`config.mk`:
```
export PLATFORM = sky130hd
export DESIGN_NAME = freq_sweep_ctrl
export DESIGN_NICKNAME = d
export VERILOG_FILES = /design/src/rtl/sweep_pkg.sv /design/src/rtl/dwell_timer.sv /design/src/rtl/freq_sweep_ctrl.sv
export SDC_FILE = /design/constraint.sdc
export NUM_CORES = 1
export LEC_CHECK = 0
export ABC_AREA = 0
export CORE_MARGIN = 4
export CORE_UTILIZATION = 67
export CTS_BUF_LIST = sky130_fd_sc_hd__clkbuf_4
export DETAILED_ROUTE_END_ITERATION = 10
export DONT_BUFFER_PORTS = 1
export PLACE_DENSITY = 0.83
export SETUP_SLACK_MARGIN = 0.15
export SYNTH_ARGS = -nofsm -noshare
export SYNTH_HDL_FRONTEND = slang
export SYNTH_SLANG_ARGS = --single-unit
```
`constraint.sdc`:
```
create_clock -name clk_i -period 8.4 [get_ports clk_i]
set_clock_uncertainty 0.2 [all_clocks]
set_input_delay 0.42 -clock clk_i [delete_from_list [all_inputs] [get_ports clk_i]]
set_output_delay 0.42 -clock clk_i [all_outputs]
set_load 0.005 [all_outputs]
```
`src/rtl/sweep_pkg.sv`:
```
// Shared definitions for the frequency sweep controller: FSM encodings and
// default widths used by both the top level and the dwell timer.
package sweep_pkg;

    localparam int FREQ_W_DEF  = 16;
    localparam int DWELL_W_DEF = 24;

    typedef enum logic [1:0] {
        ST_IDLE  = 2'd0,
        ST_DWELL = 2'd1,
        ST_DONE  = 2'd2
    } sweep_state_e;

endpackage

```
`src/rtl/dwell_timer.sv`:
```
// Dwell down-counter: load with D-1, pulses expire in the last cycle of the
// D-cycle hold; halt stops it immediately.
module dwell_timer
    import sweep_pkg::*;
#(
    parameter int DWELL_W = DWELL_W_DEF
) (
    input  logic               clk_i,
    input  logic               rstn_i,
    input  logic               load,
    input  logic               halt,
    input  logic [DWELL_W-1:0] load_val,
    output logic               expire
);

    logic [DWELL_W-1:0] count_r;
    logic               run_r;

    assign expire = run_r & (count_r == {DWELL_W{1'b0}});

    // Countdown register; a load on the expiring cycle restarts seamlessly
    always_ff @(posedge clk_i or negedge rstn_i) begin
        if (!rstn_i) begin
            count_r <= {DWELL_W{1'b0}};
            run_r   <= 1'b0;
        end else if (halt) begin
            count_r <= {DWELL_W{1'b0}};
            run_r   <= 1'b0;
        end else if (load) begin
            count_r <= load_val;
            run_r   <= 1'b1;
        end else if (run_r) begin
            if (count_r == {DWELL_W{1'b0}}) begin
                run_r <= 1'b0;
            end else begin
                count_r <= count_r - {{(DWELL_W-1){1'b0}}, 1'b1};
            end
        end else begin
            count_r <= count_r;
        end
    end

endmodule

```
`src/rtl/freq_sweep_ctrl.sv`:
```
// Linear frequency sweep controller driving a DDS frequency word: steps from
// start toward stop with a programmable dwell, clamping at stop.
module freq_sweep_ctrl
    import sweep_pkg::*;
#(
    parameter int FREQ_W  = FREQ_W_DEF,
    parameter int DWELL_W = DWELL_W_DEF
) (
    input  logic               clk_i,
    input  logic               rstn_i,
    input  logic               cfg_we_i,
    input  logic [FREQ_W-1:0]  cfg_start_i,
    input  logic [FREQ_W-1:0]  cfg_stop_i,
    input  logic [FREQ_W-1:0]  cfg_step_i,
    input  logic [DWELL_W-1:0] cfg_dwell_i,
    input  logic               cfg_cont_i,
    input  logic               go_i,
    input  logic               abort_i,
    output logic [FREQ_W-1:0]  freq_o,
    output logic               freq_upd_o,
    output logic               busy_o,
    output logic               done_o,
    output logic               err_o
);

    sweep_state_e       state_r, state_nxt_s;
    logic [FREQ_W-1:0]  start_r, stop_r, step_r;
    logic [DWELL_W-1:0] dwell_r;
    logic               cont_r;
    logic               dir_up_r, dir_up_nxt_s;

    logic [FREQ_W-1:0]  freq_r, freq_nxt_s;
    logic               upd_r, upd_nxt_s;
    logic               busy_r, busy_nxt_s;
    logic               done_r, done_nxt_s;
    logic               err_r, err_nxt_s;

    logic               cfg_cap_s;
    logic               tmr_load_s;
    logic               expire_s;
    logic [DWELL_W-1:0] dwell_ld_s;
    logic [FREQ_W:0]    sum_s, diff_s;
    logic [FREQ_W-1:0]  next_freq_s;

    assign freq_o     = freq_r;
    assign freq_upd_o = upd_r;
    assign busy_o     = busy_r;
    assign done_o     = done_r;
    assign err_o      = err_r;

    // A programmed dwell of 0 behaves as 1
    assign dwell_ld_s = (dwell_r == {DWELL_W{1'b0}}) ? {DWELL_W{1'b0}}
                                                     : dwell_r - {{(DWELL_W-1){1'b0}}, 1'b1};

    dwell_timer #(.DWELL_W(DWELL_W)) u_dwell_timer (
        .clk_i    (clk_i),
        .rstn_i   (rstn_i),
        .load     (tmr_load_s),
        .halt     (abort_i),
        .load_val (dwell_ld_s),
        .expire   (expire_s)
    );

    // Next frequency with one guard bit so wrap-around is caught and clamped
    always_comb begin
        sum_s  = {1'b0, freq_r} + {1'b0, step_r};
        diff_s = {1'b0, freq_r} - {1'b0, step_r};
        if (dir_up_r) begin
            if (sum_s[FREQ_W] || (sum_s[FREQ_W-1:0] > stop_r)) begin
                next_freq_s = stop_r;
            end else begin
                next_freq_s = sum_s[FREQ_W-1:0];
            end
        end else begin
            if (diff_s[FREQ_W] || (diff_s[FREQ_W-1:0] < stop_r)) begin
                next_freq_s = stop_r;
            end else begin
                next_freq_s = diff_s[FREQ_W-1:0];
            end
        end
    end

    // Next-state and next-output logic
    always_comb begin
        state_nxt_s  = state_r;
        freq_nxt_s   = freq_r;
        upd_nxt_s    = 1'b0;
        busy_nxt_s   = busy_r;
        done_nxt_s   = 1'b0;
        err_nxt_s    = err_r;
        dir_up_nxt_s = dir_up_r;
        cfg_cap_s    = 1'b0;
        tmr_load_s   = 1'b0;
        case (state_r)
            ST_IDLE: begin
                busy_nxt_s = 1'b0;
                if (cfg_we_i) begin
                    cfg_cap_s = 1'b1;
                    err_nxt_s = 1'b0;
                end else begin
                    cfg_cap_s = 1'b0;
                end
                if (abort_i) begin
                    state_nxt_s = ST_IDLE;
                end else if (go_i) begin
                    if (step_r == {FREQ_W{1'b0}}) begin
                        err_nxt_s = 1'b1;
                    end else begin
                        state_nxt_s  = ST_DWELL;
                        freq_nxt_s   = start_r;
                        upd_nxt_s    = 1'b1;
                        busy_nxt_s   = 1'b1;
                        dir_up_nxt_s = (stop_r >= start_r);
                        tmr_load_s   = 1'b1;
                    end
                end else begin
                    state_nxt_s = ST_IDLE;
                end
            end
            ST_DWELL: begin
                if (abort_i) begin
                    state_nxt_s = ST_IDLE;
                    busy_nxt_s  = 1'b0;
                end else if (expire_s) begin
                    if (freq_r == stop_r) begin
                        if (cont_r) begin
                            freq_nxt_s = start_r;
                            upd_nxt_s  = 1'b1;
                            tmr_load_s = 1'b1;
                        end else begin
                            state_nxt_s = ST_DONE;
                            busy_nxt_s  = 1'b0;
                            done_nxt_s  = 1'b1;
                        end
                    end else begin
                        freq_nxt_s = next_freq_s;
                        upd_nxt_s  = 1'b1;
                        tmr_load_s = 1'b1;
                    end
                end else begin
                    state_nxt_s = ST_DWELL;
                end
            end
            ST_DONE: begin
                state_nxt_s = ST_IDLE;
                busy_nxt_s  = 1'b0;
            end
            default: begin
                state_nxt_s = ST_IDLE;
                busy_nxt_s  = 1'b0;
            end
        endcase
    end

    // State and registered outputs
    always_ff @(posedge clk_i or negedge rstn_i) begin
        if (!rstn_i) begin
            state_r  <= ST_IDLE;
            freq_r   <= {FREQ_W{1'b0}};
            upd_r    <= 1'b0;
            busy_r   <= 1'b0;
            done_r   <= 1'b0;
            err_r    <= 1'b0;
            dir_up_r <= 1'b0;
        end else begin
            state_r  <= state_nxt_s;
            freq_r   <= freq_nxt_s;
            upd_r    <= upd_nxt_s;
            busy_r   <= busy_nxt_s;
            done_r   <= done_nxt_s;
            err_r    <= err_nxt_s;
            dir_up_r <= dir_up_nxt_s;
        end
    end

    // Configuration registers, written only while idle
    always_ff @(posedge clk_i or negedge rstn_i) begin
        if (!rstn_i) begin
            start_r <= {FREQ_W{1'b0}};
            stop_r  <= {FREQ_W{1'b0}};
            step_r  <= {FREQ_W{1'b0}};
            dwell_r <= {DWELL_W{1'b0}};
            cont_r  <= 1'b0;
        end else if (cfg_cap_s) begin
            start_r <= cfg_start_i;
            stop_r  <= cfg_stop_i;
            step_r  <= cfg_step_i;
            dwell_r <= cfg_dwell_i;
            cont_r  <= cfg_cont_i;
        end else begin
            start_r <= start_r;
            stop_r  <= stop_r;
            step_r  <= step_r;
            dwell_r <= dwell_r;
            cont_r  <= cont_r;
        end
    end

endmodule

```
Yosys cells after proc, flatten, opt, wreduce, memory -nomap -nowiden
Cells that the tools add are included. W data, S select, Z words.

Bits in read-only memories: 0. Bits in writable memories: 0. Register bits after elaboration: 121. Latch bits: 0. Memories kept: 0. Word-level logic and storage cells: 104.

Multiply operators: 0. Shift operators: 0. Multiplexer cells: 52. Bitwise operators: 3. Add/sub/neg operators: 4. Div/mod/pow operators: 0. Magnitude comparators: 3. Reduce and logical (&&, ||, !) cells: 13. Equal/unequal tests: 15.

Operators with widths (count): $mux W16 (10); $mux W24 (5); $logic_not A24 Y1 (2); $sub A24 B1 Y24 const B (2); $pmux W16 S2 (1); $mux W1 (26); $add A16 B16 Y17 (1); $sub A16 B16 Y17 (1); $eq A16 B16 Y1 (1); $ge A16 B16 Y1 (1); $gt A16 B16 Y1 (1); $logic_not A16 Y1 (1); $lt A16 B16 Y1 (1); $ne A3 B3 Y1 const B (5); $mux W2 (7); $ne A4 B4 Y1 const B (3); $ne A2 B2 Y1 const B (5); $reduce_and A7 Y1 (1); $reduce_and A3 Y1 (2); $pmux W1 S2 (2); $pmux W2 S2 (1); $reduce_and A4 Y1 (1); $reduce_bool A3 Y1 (1); $eq A2 B1 Y1 const B (1); 6 further kinds (8).

Depth between registers and ports, before layout
Gate-level depths: netlist of the first run.

Depth in word-level cells: 9. Mapped depth: 19. Mapped depth without buffers: 17.

Cells and area by module
From an unflattened synthesis of the first run, not the netlist that was laid out.

Cells, all modules: 1024. Area, all modules: 9137.5 µm².

By module, submodules not included: freq_sweep_ctrl (sequential area each 2402.3 µm², cells an instance 835, times used 1, area each 7439.6 µm²); dwell_timer (sequential area each 625.6 µm², cells an instance 189, times used 1, area each 1697.9 µm²).

Least setup slack after synthesis of the first run
Ideal clock, no wire load.

Path type: register to register. Start point: register freq_r[0], in the netlist freq_o[0]. End point: register freq_r[0], in the netlist freq_o[0]. Slack: 3.937 ns. Clock period less this slack: 4.463 ns. Data arrival time: 4.173 ns. Library setup time: 0.090 ns. Cell stages (with the launch flop): 17. Path through: dfrtp_1 ha_1 fa_1 nor2b_1 o311ai_0 a31oi_1 o31ai_1 xnor2_1 ha_1 nand4_1 nor4_1 a21boi_0 a2111oi_0 o21a_1 a21oi_1 mux2_2 o221ai_1.

Longest elaborated chain between the ends: 9. Elaborated cells between the ends (all ways): 16. Classes of those cells: 2 x add/sub; 2 x order compare; 2 x eq/ne; 7 x mux; 3 x reduce/logical.

RTL lines: start: declaration (line freq_sweep_ctrl.sv:32) `logic [FREQ_W-1:0] freq_r, freq_nxt_s;`; start signal: assignment (line freq_sweep_ctrl.sv:159) `freq_r <= {FREQ_W{1'b0}};`; start signal: assignment (line freq_sweep_ctrl.sv:167) `freq_r <= freq_nxt_s;`; $sub A16 B16 Y17 or $add A16 B16 Y17 (tied branches) (line freq_sweep_ctrl.sv:67, freq_sweep_ctrl.sv:66); $lt A16 B16 Y1 or $gt A16 B16 Y1 (tied branches) (line freq_sweep_ctrl.sv:75, freq_sweep_ctrl.sv:69); $logic_or A1 B1 Y1, on equally long branches (line freq_sweep_ctrl.sv:75, freq_sweep_ctrl.sv:69); $mux W16, on equally long branches (line freq_sweep_ctrl.sv:75, freq_sweep_ctrl.sv:69); $mux W16 (line freq_sweep_ctrl.sv:68) `if (dir_up_r) begin`; $mux W16 (line freq_sweep_ctrl.sv:125) `if (freq_r == stop_r) begin`; $mux W16 (line freq_sweep_ctrl.sv:124) `end else if (expire_s) begin`; $mux W16 (line freq_sweep_ctrl.sv:121) `if (abort_i) begin`; $pmux W16 S2 (line freq_sweep_ctrl.sv:94) `case (state_r)`.

Several ways; a longest one is shown, not always the timed one. The select of a mux whose other input is x is not followed. A chain may end at the register's enable or synchronous reset.

Final worst setup path of the first run
Start point: register freq_r[0], in the netlist freq_o[0]. End point: register freq_r[15], in the netlist freq_o[15].

Same word-level chain as after synthesis.

==> results.tsv, run 1 <==
stage	metric	value	unit
layout	share of cells above drive strength 1	8.74	%
timing	final setup TNS	0	ns
min_path	Hold WC Path Type	in -> reg	
floorplan	Core ar.	0.0126	mm²
floorplan	die width	121	µm
min_path	hold path startpoint	cfg_we_i	
global_routing	All-Layer GR Usage	34.4	%
timing	Max Fclk	0.187	GHz
worst_setup_path	Critical Path RT	8.68	ns
clocking	Post-CTS Repair Setup Buffers	0	
timing	post-layout min period	5.35	ns
status	outcome	finished clean	
synthesis	Synthesis Warnings	0	
global_routing	global-route wire length before repair	39.6	mm
layout	Layout Nets	1167	
power_and_ir_drop	Comb power frac	59.6	%
placed_design	DP Worst Slack	3.16	ns
min_path	WHS Endpoint	dwell_r[0]	
floorplan	Initial Util	68.3	%
timing	Final Hold Fails	0	
global_routing	total grt overflow	0	
power_and_ir_drop	NetSw	1.53	mW
clocking	Hold-fix buffers, CTS	77	
timing	Final Slew Violations	0	
synthesis	post-synthesis async set-or-reset flop share	100	%
drt	WL/cell	20.2	µm
synthesis	Post-Syn Instances	948	
worst_setup_path	Critical Path Max Stage Delay	0.75	ns
synthesis	count of different cell masters after synthesis	70	
clocking	TritonCTS Buffers	17	
timing	Final Worst Setup Slack	3.05	ns
clocking	total number of H-tree levels	4	
power_and_ir_drop	Peak VDD IR	223	µV
worst_setup_path	CP Max Fanout	12	
flow_run	max_cap viols	0	
power_and_ir_drop	clock share of power	12.5	%
layout	fillers	896	
clocking	TritonCTS clock tree	built	
floorplan	die area	0.0147	mm²
synthesis	Avg Cell Area, Syn	9.06	µm²
power_and_ir_drop	register share of total power	28.0	%
timing	Final Setup Violations	0	
timing	worst slew pin tran	1.11	ns
synthesis	register bit total from synthesis	121	
synthesis	EDFF count, synth	0	
worst_setup_path	r2r startpoint	freq_o[0]	
placed_design	HPWL after detailed placement	16.5	mm
worst_setup_path	worst path buffer plus inverter count	0	
global_routing	antenna violations before repair	2	
drt	Residual DRC	0	
worst_setup_path	Worst EP arrival	5.63	ns
worst_setup_path	FF-to-FF path depth	16	
power_and_ir_drop	sw frac	48.3	%
synthesis	Seq/Total Area, Yosys	35.3	%
clocking	post_cts resized	0	
power_and_ir_drop	design internal power	1.64	mW
clocking	Max Root-Sink Buffers	2	
placed_design	RePlAce Congestion	0.921	
worst_setup_path	Crit-path slowest cell	nor2_1	
placed_design	PortBufs	0	
power_and_ir_drop	leakage	4.23	nW
clocking	clk_lat worst skew	0.58	ns
timing	RSZ-0062 raised after global routing	no	
timing	Slew Limit Headroom	26.0	%
worst_setup_path	CP startpoint kind	flop	
worst_setup_path	crit end category	flop	
clocking	Clock Sinks	121	
synthesis	Syn Nets	1110	
worst_setup_path	delay-heaviest family, CP	compound AO/OA/AOI/OAI gates	
clocking	Root Driver	clkbuf_4	
layout	Syn-to-layout area delta	13.0	%
clocking	Reg clk slew, reported paths	0.12	ns
power_and_ir_drop	pwr/cell area	326	mW/mm²
drt	Routed Antenna Nets	0	
worst_setup_path	Reg2Reg Setup Slack	3.05	ns
global_routing	vias in the first global route	7758	
floorplan	Rows	41	
timing	Tcrit/Tclk final	63.7	%
drt	DR vias	7453	
synthesis	Netlist Area Pre-Place	0.00859	mm²
drt	drt pass-1 iters	6	
floorplan	Ports	98	
drt	Post-Route WL	24.1	mm
drt	vias per inst	6.25	
worst_setup_path	Worst Setup Path Type	reg -> reg	
worst_setup_path	R2R Path End	freq_o[15]	
global_routing	pin count of the biggest net entering global routing	122	
floorplan	Die Ht	121	µm
worst_setup_path	worst-path cell chain	ha_1 -> fa_1 -> nor2b_1 -> o311ai_0 -> a31oi_1 -> o31ai_1 -> xnor2_1 -> ha_1 -> nand4_1 -> nor4_1 -> a21boi_0 -> a2111oi_0 -> o21ai_0 -> nor2_1 -> a211oi_1 -> o31ai_1	
drt	Iter 0 DRT Violations	723	
synthesis	Main synth FF type	dfrtp_1	
min_path	worst hold path depth	3	
-- logic make-up after synthesis --
group,after synthesis,share of synthesized area [%]
muxes,36,4.59
adders and majority gates,84,12.4
buffers and inverters,112,5.08
xor gates and xnor gates,82,8.36
and+or+nand+nor,280,16.2
DFF,121,35.3
AOI/OAI and AO/OA,233,18.1
-- tightest hold or removal path: stages --
cell and delay, ns:
nor3b_2 0.23, nand2_1 0.11, o21ai_0 0.08
-- layout make-up --
cell class | count | area, µm² | area share (%)
inverter | 69 | 259 | 2.67
timing repair buffer | 81 | 818 | 8.43
clock inverter | 12 | 103 | 1.06
clock buffer | 20 | 150 | 1.55
tap | 172 | 215 | 2.22
multi-input combinational | 715 | 5130 | 52.8
sequential | 121 | 3030 | 31.2
antenna | 2 | 5.00 | 0.0516
-- flip-flops by register name, indices dropped and copies added, names as in the netlist --
| name | flops |
|---|---|
| err_o | 1 |
| freq_upd_o | 1 |
| start_r | 16 |
| u_dwell_timer.run_r | 1 |
| state_r | 2 |
| dir_up_r | 1 |
| done_o | 1 |
| u_dwell_timer.count_r | 24 |
| busy_o | 1 |
| stop_r | 16 |
| cont_r | 1 |
| freq_o | 16 |
| step_r | 16 |
| dwell_r | 24 |
-- Yosys cell counts, types with 12 or more instances --
library cell,instances,area share (%)
clkbuf_1,35,1.5
xnor2_1,67,6.8
nand2_1,92,4.0
ha_1,82,12
o21ai_0,63,3.7
nand2b_1,16,1.2
nor4_1,22,1.6
nand3_1,13,0.76
nor3_1,19,1.1
dfrtp_1,121,35
nand4_1,12,0.87
a21oi_1,58,3.4
mux2_2,27,3.5
xor2_1,15,1.5
nor2_1,61,2.7
inv_1,68,3.0
-- through the flow --
stage	total power [mW]	std cells	hold WS, ns	instance area [µm²]	util (%)
finish	3.17	1192	0.124	9710	77.2
global route	3.43	1192	0.119	9710	77.2
CTS	3.12	1190	0.138	9700	77.2
detailed placement	2.68	1081	-0.0722	8660	68.9
global placement	2.66	1081	-0.0721	8660	68.9
floorplan	2.22	948	-0.0756	8590	-
-- layout by cell type, fill, tap and decap left out, drive strengths merged, types with 8 or more instances in the layout --
cell,instances
o21ai,64
o211ai,8
inv,69
clkbuf,20
o22ai,19
nand4,12
or4,10
mux2i,9
xor2,15
nand3,13
a21oi,58
ha,82
nor2b,9
mux2,27
dlygate4sd3,76
a221oi,10
dfrtp,121
nor2,62
nor4,22
nand2b,16
a211oi,8
xnor2,67
nor3,19
nand2,92
a21o,10
clkinv,8
o31ai,8
-- per-layer routing --
metal,vias up,part of all wire (%),track usage [%]
met2,295,53,62.4
met3,104,5.1,6.20
met5,-,0,0
met1,3565,37,38.4
li1,3489,-,-
met4,0,5.5,17.6
-- power by group through the flow --
| stage | clock network, mW | logic [mW] | registers (mW) |
|---|---|---|---|
| finish | 0.395 | 1.89 | 0.885 |
| global route | 0.419 | 2.11 | 0.899 |
| CTS | 0.393 | 1.85 | 0.879 |
| detailed placement | 0 | 1.79 | 0.890 |
| global placement | 0 | 1.78 | 0.886 |
| floorplan | 0 | 1.40 | 0.821 |
-- worst max path at each step --
| stage | from | end | slack [ns] | cells past startpoint |
|---|---|---|---|---|
| final | freq_o[0] | freq_o[15] | 3.05 | 16 |
| after global placement | freq_o[0] | freq_o[15] | 3.24 | 16 |
| after detailed placement | freq_o[0] | freq_o[15] | 3.16 | 16 |
| after floorplan | freq_o[0] | freq_o[0] | 3.94 | 16 |
| after CTS | freq_o[1] | freq_o[15] | 3.11 | 16 |
| after global routing | freq_o[0] | freq_o[15] | 2.50 | 16 |
No activity file was read; power rests on OpenSTA's default activity.
==> run 2, diff against run 1 <==
- CORE_UTILIZATION: 67 -> 60
- PLACE_DENSITY: 0.83 -> 0.79
- clock period: 8.4 -> 4.8 ns (I/O delays scaled with it)
==> run 2 against run 1 <==
  * Largest power group unchanged
  * Non-clock buffer count increased by 25
  * Critical path type unchanged
  * Highest routed layer unchanged
  * Routed wire length decreased by 1.8%
  * Critical path depth increased by 1
  * Sequential share of layout area decreased by 1.1 points
==> results.tsv, run 2 (synthesis gave the netlist of run 1 again) <==
stage	metric	value	unit
worst_setup_path	CP startpoint	freq_o[5]	
timing	post-layout min period	4.46	ns
timing	Max Fclk	0.224	GHz
min_path	Hold WC Path Type	in -> async	
timing	Final Slew Violations	0	
layout	area of the multi-input gates	0.00527	mm²
drt	Routed Antenna Nets	0	
worst_setup_path	Worst Setup Path Type	reg -> reg	
clocking	TritonCTS clock tree	built	
timing	Final Hold Fails	0	
worst_setup_path	FF-to-FF path depth	17	
floorplan	Rows	43	
timing	Hold WS	0.0247	ns
floorplan	die width	128	µm
timing	Slew Limit Headroom	36.3	%
placed_design	PortBufs	0	
layout	Largest regs	dwell_r: 24 flops, u_dwell_timer.count_r: 24 flops	
layout	most common cell after layout, fill and taps aside	dfrtp_1	
worst_setup_path	Worst EP arrival	4.73	ns
layout	Syn-to-layout area delta	17.3	%
worst_setup_path	CP Max Fanout	9	
layout	antenna cell count	0	
placed_design	Placed Cells	1107	
clocking	Reg clk slew, reported paths	0.12	ns
layout	most frequent cells in the layout	dfrtp_1, nand2_1, ha_1	
worst_setup_path	R2R Path End	freq_o[12]	
floorplan	Initial Util	61.6	%
global_routing	vias in the first global route	7507	
drt	Iter 0 DRT Violations	419	
timing	RSZ-0062 raised after global routing	yes	
floorplan	Ports	98	
worst_setup_path	Reg2Reg Setup Slack	0.34	ns
global_routing	antenna violations before repair	0	
clocking	Root Driver	clkbuf_4	
layout	share of cells above drive strength 1	13.2	%
drt	WL/cell	19.4	µm
worst_setup_path	Critical Path RT	5.07	ns
timing	final setup TNS	0	ns
layout	fillers	1063	
global_routing	All-Layer GR Usage	29.8	%
placed_design	RePlAce Congestion	0.930	
power_and_ir_drop	leakage	4.38	nW
clocking	clk_lat worst skew	0.57	ns
global_routing	total grt overflow	0	
worst_setup_path	crit end category	flop	
drt	drt pass-1 iters	5	
layout	Layout Utilization	72.3	%
clocking	Max Root-Sink Buffers	2	
worst_setup_path	r2r startpoint	freq_o[5]	
global_routing	global-route wire length before repair	38.1	mm
floorplan	die area	0.0163	mm²
layout	non-filler cells, final	1223	
power_and_ir_drop	Peak VDD IR	439	µV
timing	Tcrit/Tclk final	92.9	%
power_and_ir_drop	pwr/cell area	593	mW/mm²
timing	Final Setup Violations	0	
worst_setup_path	CP startpoint kind	flop	
status	outcome	finished clean	
drt	Post-Route WL	23.7	mm
power_and_ir_drop	Overall Power	5.98	mW
global_routing	pin count of the biggest net entering global routing	122	
clocking	TritonCTS Buffers	17	
floorplan	Die Ht	128	µm
placed_design	HPWL after detailed placement	17.3	mm
drt	DR vias	7354	
layout	register area	0.00303	mm²
drt	Residual DRC	0	
floorplan	Core ar.	0.0139	mm²
clocking	Clock Sinks	121	
drt	vias per inst	6.01	
flow_run	max_cap viols	0	
timing	worst slew pin tran	0.932	ns
worst_setup_path	CP Capture Point	freq_o[12]	
layout	Layout Nets	1192	
clocking	total number of H-tree levels	4	
-- run 2: changes by cell type in the layout (fill, tap and decap cells not counted), moves of 3 or more --
cell        delta
buf_4         +23
dfrtp_1        -5
dfrtp_2        +5
ha_1           -5
ha_2           +5
clkinv_1       +3
clkinvlp_4     -3
nor4_1         -3
-- run 2: where the power goes --
| part | leakage, nW | switching, mW | internal, mW |
|---|---|---|---|
| Combinational | 2.73 | 2.13 | 1.62 |
| Clock | 0.151 | 0.386 | 0.323 |
| Sequential | 1.50 | 0.300 | 1.22 |
-- run 2: how the worst min path moves through the flow --
stage,endpoint,slack [ns]
after floorplan,busy_o,-0.26
after global placement,step_r[2],-0.25
after detailed placement,step_r[2],-0.25
after CTS,step_r[7],0.03
after global routing,step_r[2],0.06
final,step_r[2],0.02
-- run 2: area by class of cell --
cell class                      count  area share [%]
Clock inverter                     11            1.03
Timing Repair Buffer              106            10.2
Multi-Input combinational cell    715            52.3
Inverter                           69            2.57
Sequential cell                   121            30.1
Clock buffer                       21            1.57
Tap cell                          180            2.24
-- run 2: worst max-delay path, cell delays in order (launching register included) --
cell       delay, ns
dfrtp_1         0.52
ha_2            0.50
nand2b_1        0.08
a21oi_1         0.19
a31oi_2         0.08
a311oi_2        0.34
o21bai_1        0.13
xnor2_1         0.28
ha_1            0.31
nand4_1         0.17
nor4_2          0.07
a21boi_2        0.17
a2111oi_2       0.41
o21a_1          0.25
a21oi_2         0.07
buf_6           0.16
a211o_1         0.29
a2bb2oi_1       0.16
-- run 2: routing by layer --
metal | GRT usage (%) | vias up | share of wire, %
met1 | 33.8 | 3529 | 39
met3 | 7.11 | 56 | 5.3
li1 | - | 3543 | -
met2 | 54.7 | 226 | 53
met4 | 10.4 | 0 | 3.1
met5 | 0 | - | 0
-- run 2: timing repair --
item | in CTS | in global routing
gates resized for setup | 8 | 28
hold buffers | 77 | 0
endpoints found under the setup margin | 16 | 16
pin swaps | 0 | 13
buffers inserted | 0 | 7
endpoints found under the hold margin | 211 | 0
-- run 2: through the flow --
step	cell area, µm²	setup slack [ns]
after floorplan	8590	0.337
after global placement	8810	-0.00733
after detailed placement	8810	-0.151
after CTS	9880	0.102
after global routing	10100	0.00981
final	10100	0.339
==> run 3, diff against run 2 <==
- CORE_UTILIZATION: 60 -> 61
- CTS_CLUSTER_SIZE: not set -> 28
- PLACE_DENSITY: 0.79 -> 0.8
- SYNTH_HIERARCHICAL: not set -> 1
==> run 3 against run 2 <==
  * Synthesized cell count is 8.0% higher
  * Total power is 8.8% higher
  * Clock-buffer cell count is 4 lower
  * Global-route usage is 1.9 points higher
  * Routed wire length up 15%
  * Register-to-register slack worse by 0.05 ns
  * Flip-flop and latch count unchanged
  * Final area grew 7.9%
  * Die area increased by 4.4%
  * Critical path type unchanged
  * Largest cell class unchanged
  * Highest routed layer unchanged
==> results.tsv, run 3 <==
stage	metric	value	unit
global_routing	met1 usage	48.2	%
layout	non-filler cells, final	1313	
global_routing	All-Layer GR Usage	31.7	%
clocking	Clock Sinks	121	
floorplan	Initial Util	62.6	%
floorplan	die area	0.0170	mm²
synthesis	Seq/Total Area, Yosys	33.1	%
worst_setup_path	CP startpoint kind	flop	
synthesis	complex-gate fraction of the synthesized area	18.8	%
synthesis	count of different cell masters after synthesis	79	
status	outcome	finished clean	
synthesis	register bit total from synthesis	121	
placed_design	DP Worst Slack	0.0176	ns
timing	Final Worst Setup Slack	0.286	ns
placed_design	HPWL after detailed placement	19.0	mm
placed_design	PortBufs	0	
floorplan	Ports	98	
worst_setup_path	Worst EP arrival	4.74	ns
layout	Largest regs	dwell_r: 24 flops, u_dwell_timer/count_r: 24 flops	
drt	WL/cell	20.7	µm
synthesis	top cell type's share of synthesized area	33.1	%
drt	Residual DRC	0	
global_routing	global-route wire length before repair	41.7	mm
synthesis	simple-gate share of the synthesized area	19.6	%
layout	most common cell after layout, fill and taps aside	dfrtp_1	
layout	antenna cell count	0	
timing	Final Slew Violations	0	
clocking	TritonCTS Buffers	17	
synthesis	synth top area cells	dfrtp_1, ha_1, xnor2_1	
synthesis	Synthesis Warnings	6	
drt	Iter 0 DRT Violations	863	
synthesis	post-synthesis mux area share	5.61	%
synthesis	Netlist Area Pre-Place	0.00914	mm²
synthesis	post-synthesis async set-or-reset flop share	100	%
timing	Final Setup Violations	0	
clocking	Reg clk slew, reported paths	0.13	ns
synthesis	top-count cell post-synth	dfrtp_1	
drt	drt pass-1 iters	5	
global_routing	Top Usage Layer GRT	met1	
synthesis	Post-Syn Instances	1024	
clocking	total number of H-tree levels	4	
floorplan	die width	130	µm
timing	post-layout min period	4.51	ns
global_routing	total grt overflow	0	
drt	Routed Antenna Nets	0	
synthesis	Main synth FF type	dfrtp_1	
worst_setup_path	CP Max Fanout	4	
layout	Layout Nets	1278	
synthesis	largest family of logic cells by synthesized area	simple AND/OR/NAND/NOR gates	
drt	Post-Route WL	27.2	mm
global_routing	antenna violations before repair	0	
clocking	clk_lat worst skew	0.56	ns
synthesis	EDFF count, synth	0	
layout	Syn-to-layout area delta	19.0	%
power_and_ir_drop	clock share of power	13.2	%
power_and_ir_drop	leakage	4.65	nW
global_routing	met2 Use GR	44.9	%
drt	DR vias	8251	
power_and_ir_drop	sw frac	47.4	%
floorplan	Rows	44	
synthesis	XOR/XNOR share of the synthesized area	5.66	%
worst_setup_path	crit end category	flop	
power_and_ir_drop	design internal power	3.42	mW
synthesis	post-synth top area cell	dfrtp_1	
timing	final setup TNS	0	ns
timing	Slew Limit Headroom	19.8	%
worst_setup_path	Critical Path RT	5.02	ns
timing	RSZ-0062 raised after global routing	yes	
global_routing	met3 usage	7.44	%
power_and_ir_drop	register share of total power	23.3	%
placed_design	RePlAce Congestion	0.965	
placed_design	Placed Cells	1192	
global_routing	pin count of the biggest net entering global routing	122	
clocking	Max Root-Sink Buffers	2	
timing	Max Fclk	0.222	GHz
layout	share of cells above drive strength 1	17.4	%
layout	most frequent cells in the layout	dfrtp_1, nor2_1, nand2_1	
clocking	Root Driver	clkbuf_4	
timing	worst slew pin tran	1.20	ns
synthesis	Avg Cell Area, Syn	8.92	µm²
timing	Tcrit/Tclk final	94.1	%
worst_setup_path	Worst Setup Path Type	reg -> reg	
power_and_ir_drop	NetSw	3.08	mW
floorplan	Die Ht	130	µm
timing	Hold WS	0.0294	ns
power_and_ir_drop	Overall Power	6.50	mW
synthesis	adder-cell share of the synthesized area	11.7	%
global_routing	vias in the first global route	7803	
drt	vias per inst	6.28	
power_and_ir_drop	Peak VDD IR	344	µV
floorplan	Core ar.	0.0146	mm²
power_and_ir_drop	pwr/cell area	598	mW/mm²
power_and_ir_drop	Comb power frac	63.5	%
synthesis	commonest cells in the synthesized netlist	dfrtp_1, nor2_1, nand2_1, ha_1, o21ai_0	
worst_setup_path	Reg2Reg Setup Slack	0.29	ns
synthesis	Syn Nets	1186	
flow_run	max_cap viols	0	
clocking	TritonCTS clock tree	built	
min_path	Hold WC Path Type	in -> async	
timing	Final Hold Fails	0	
-- run 3: cell count changes in the layout (fill, tap and decap cells not counted), sizes merged, moves of 10 or more --
| cell | change |
|---|---|
| a21oi | -19 |
| a311oi | +11 |
| buf | +14 |
| inv | +10 |
| nand2b | -10 |
| nor2 | +35 |
| nor3 | +10 |
| o21ai | +16 |
| o22ai | -17 |
| or3 | +12 |
| xnor2 | -20 |
-- run 3: stage by stage --
step,cell area (µm²),utilization (%)
after floorplan,9140,-
after global placement,9400,64.5
after detailed placement,9400,64.5
after CTS,10600,72.4
after global routing,10900,74.5
final,10900,74.5
-- run 3: timing repair --
action | 4_1_cts | 5_1_grt
setup endpoints to repair | 9 | 16
pin swaps | 1 | 21
setup buffers | 1 | 11
resized for setup | 8 | 48
hold buffers | 77 | 0
endpoints found under the hold margin | 226 | 0
-- run 3: layout make-up --
class	instances	area (µm²)
multi-input cells	779	5870
fillers	1024	3720
inverters	77	289
flip-flops and latches	121	3030
clock inverters	15	200
well taps	184	230
clock buffers	17	128
repair buffers	120	1130
-- run 3: critical path, cell delays in order (launching register included) --
cell,delay [ns]
dfrtp_1,0.47
ha_2,0.23
fa_1,0.20
nor2b_4,0.16
o211ai_1,0.14
a2111o_1,0.49
a2111oi_4,0.41
nor3_2,0.07
xor2_1,0.16
ha_1,0.32
nand4_1,0.18
a2111oi_2,0.27
a211o_1,0.19
a22oi_4,0.09
and2_4,0.20
buf_4,0.14
a221oi_2,0.34
a221oi_2,0.11
-- run 3: final timing paths --
path / cells past startpoint / endpoint / from
max: 17 / freq_o[4] / step_r[0]
min: 2 / step_r[14] / rstn_i
max reg2reg: 17 / freq_o[4] / step_r[0]
min reg2reg: 1 / cont_r / cont_r
max in group asynchronous: 2 / freq_o[6] / rstn_i
min in group clk_i: 3 / step_r[7] / cfg_step_i[7]
-- run 3: layer usage --
metal	vias up	routed length, µm
li1	3879	-
met1	3941	12300
met2	380	11500
met3	51	2730
met4	0	631
met5	-	0
-- run 3: logic make-up (layout without fill, tap and decap cells) --
group / Yosys count / count (layout)
adder cells (fa/ha/maj): 84 / 84
AO/OA/AOI/OAI: 245 / 245
multiplexers: 47 / 47
AND/OR/NAND/NOR: 344 / 344
buffers and inverters: 124 / 229
XOR/XNOR: 59 / 59
flip-flops: 121 / 121
-- run 3: power groups by stage --
| stage | clock (mW) | combinational [mW] | sequential, mW |
|---|---|---|---|
| final | 0.858 | 4.13 | 1.51 |
| after global routing | 0.905 | 4.47 | 1.53 |
| after CTS | 0.861 | 3.67 | 1.48 |
| after detailed placement | 0 | 3.55 | 1.50 |
| after global placement | 0 | 3.51 | 1.49 |
| after floorplan | 0 | 2.60 | 1.42 |
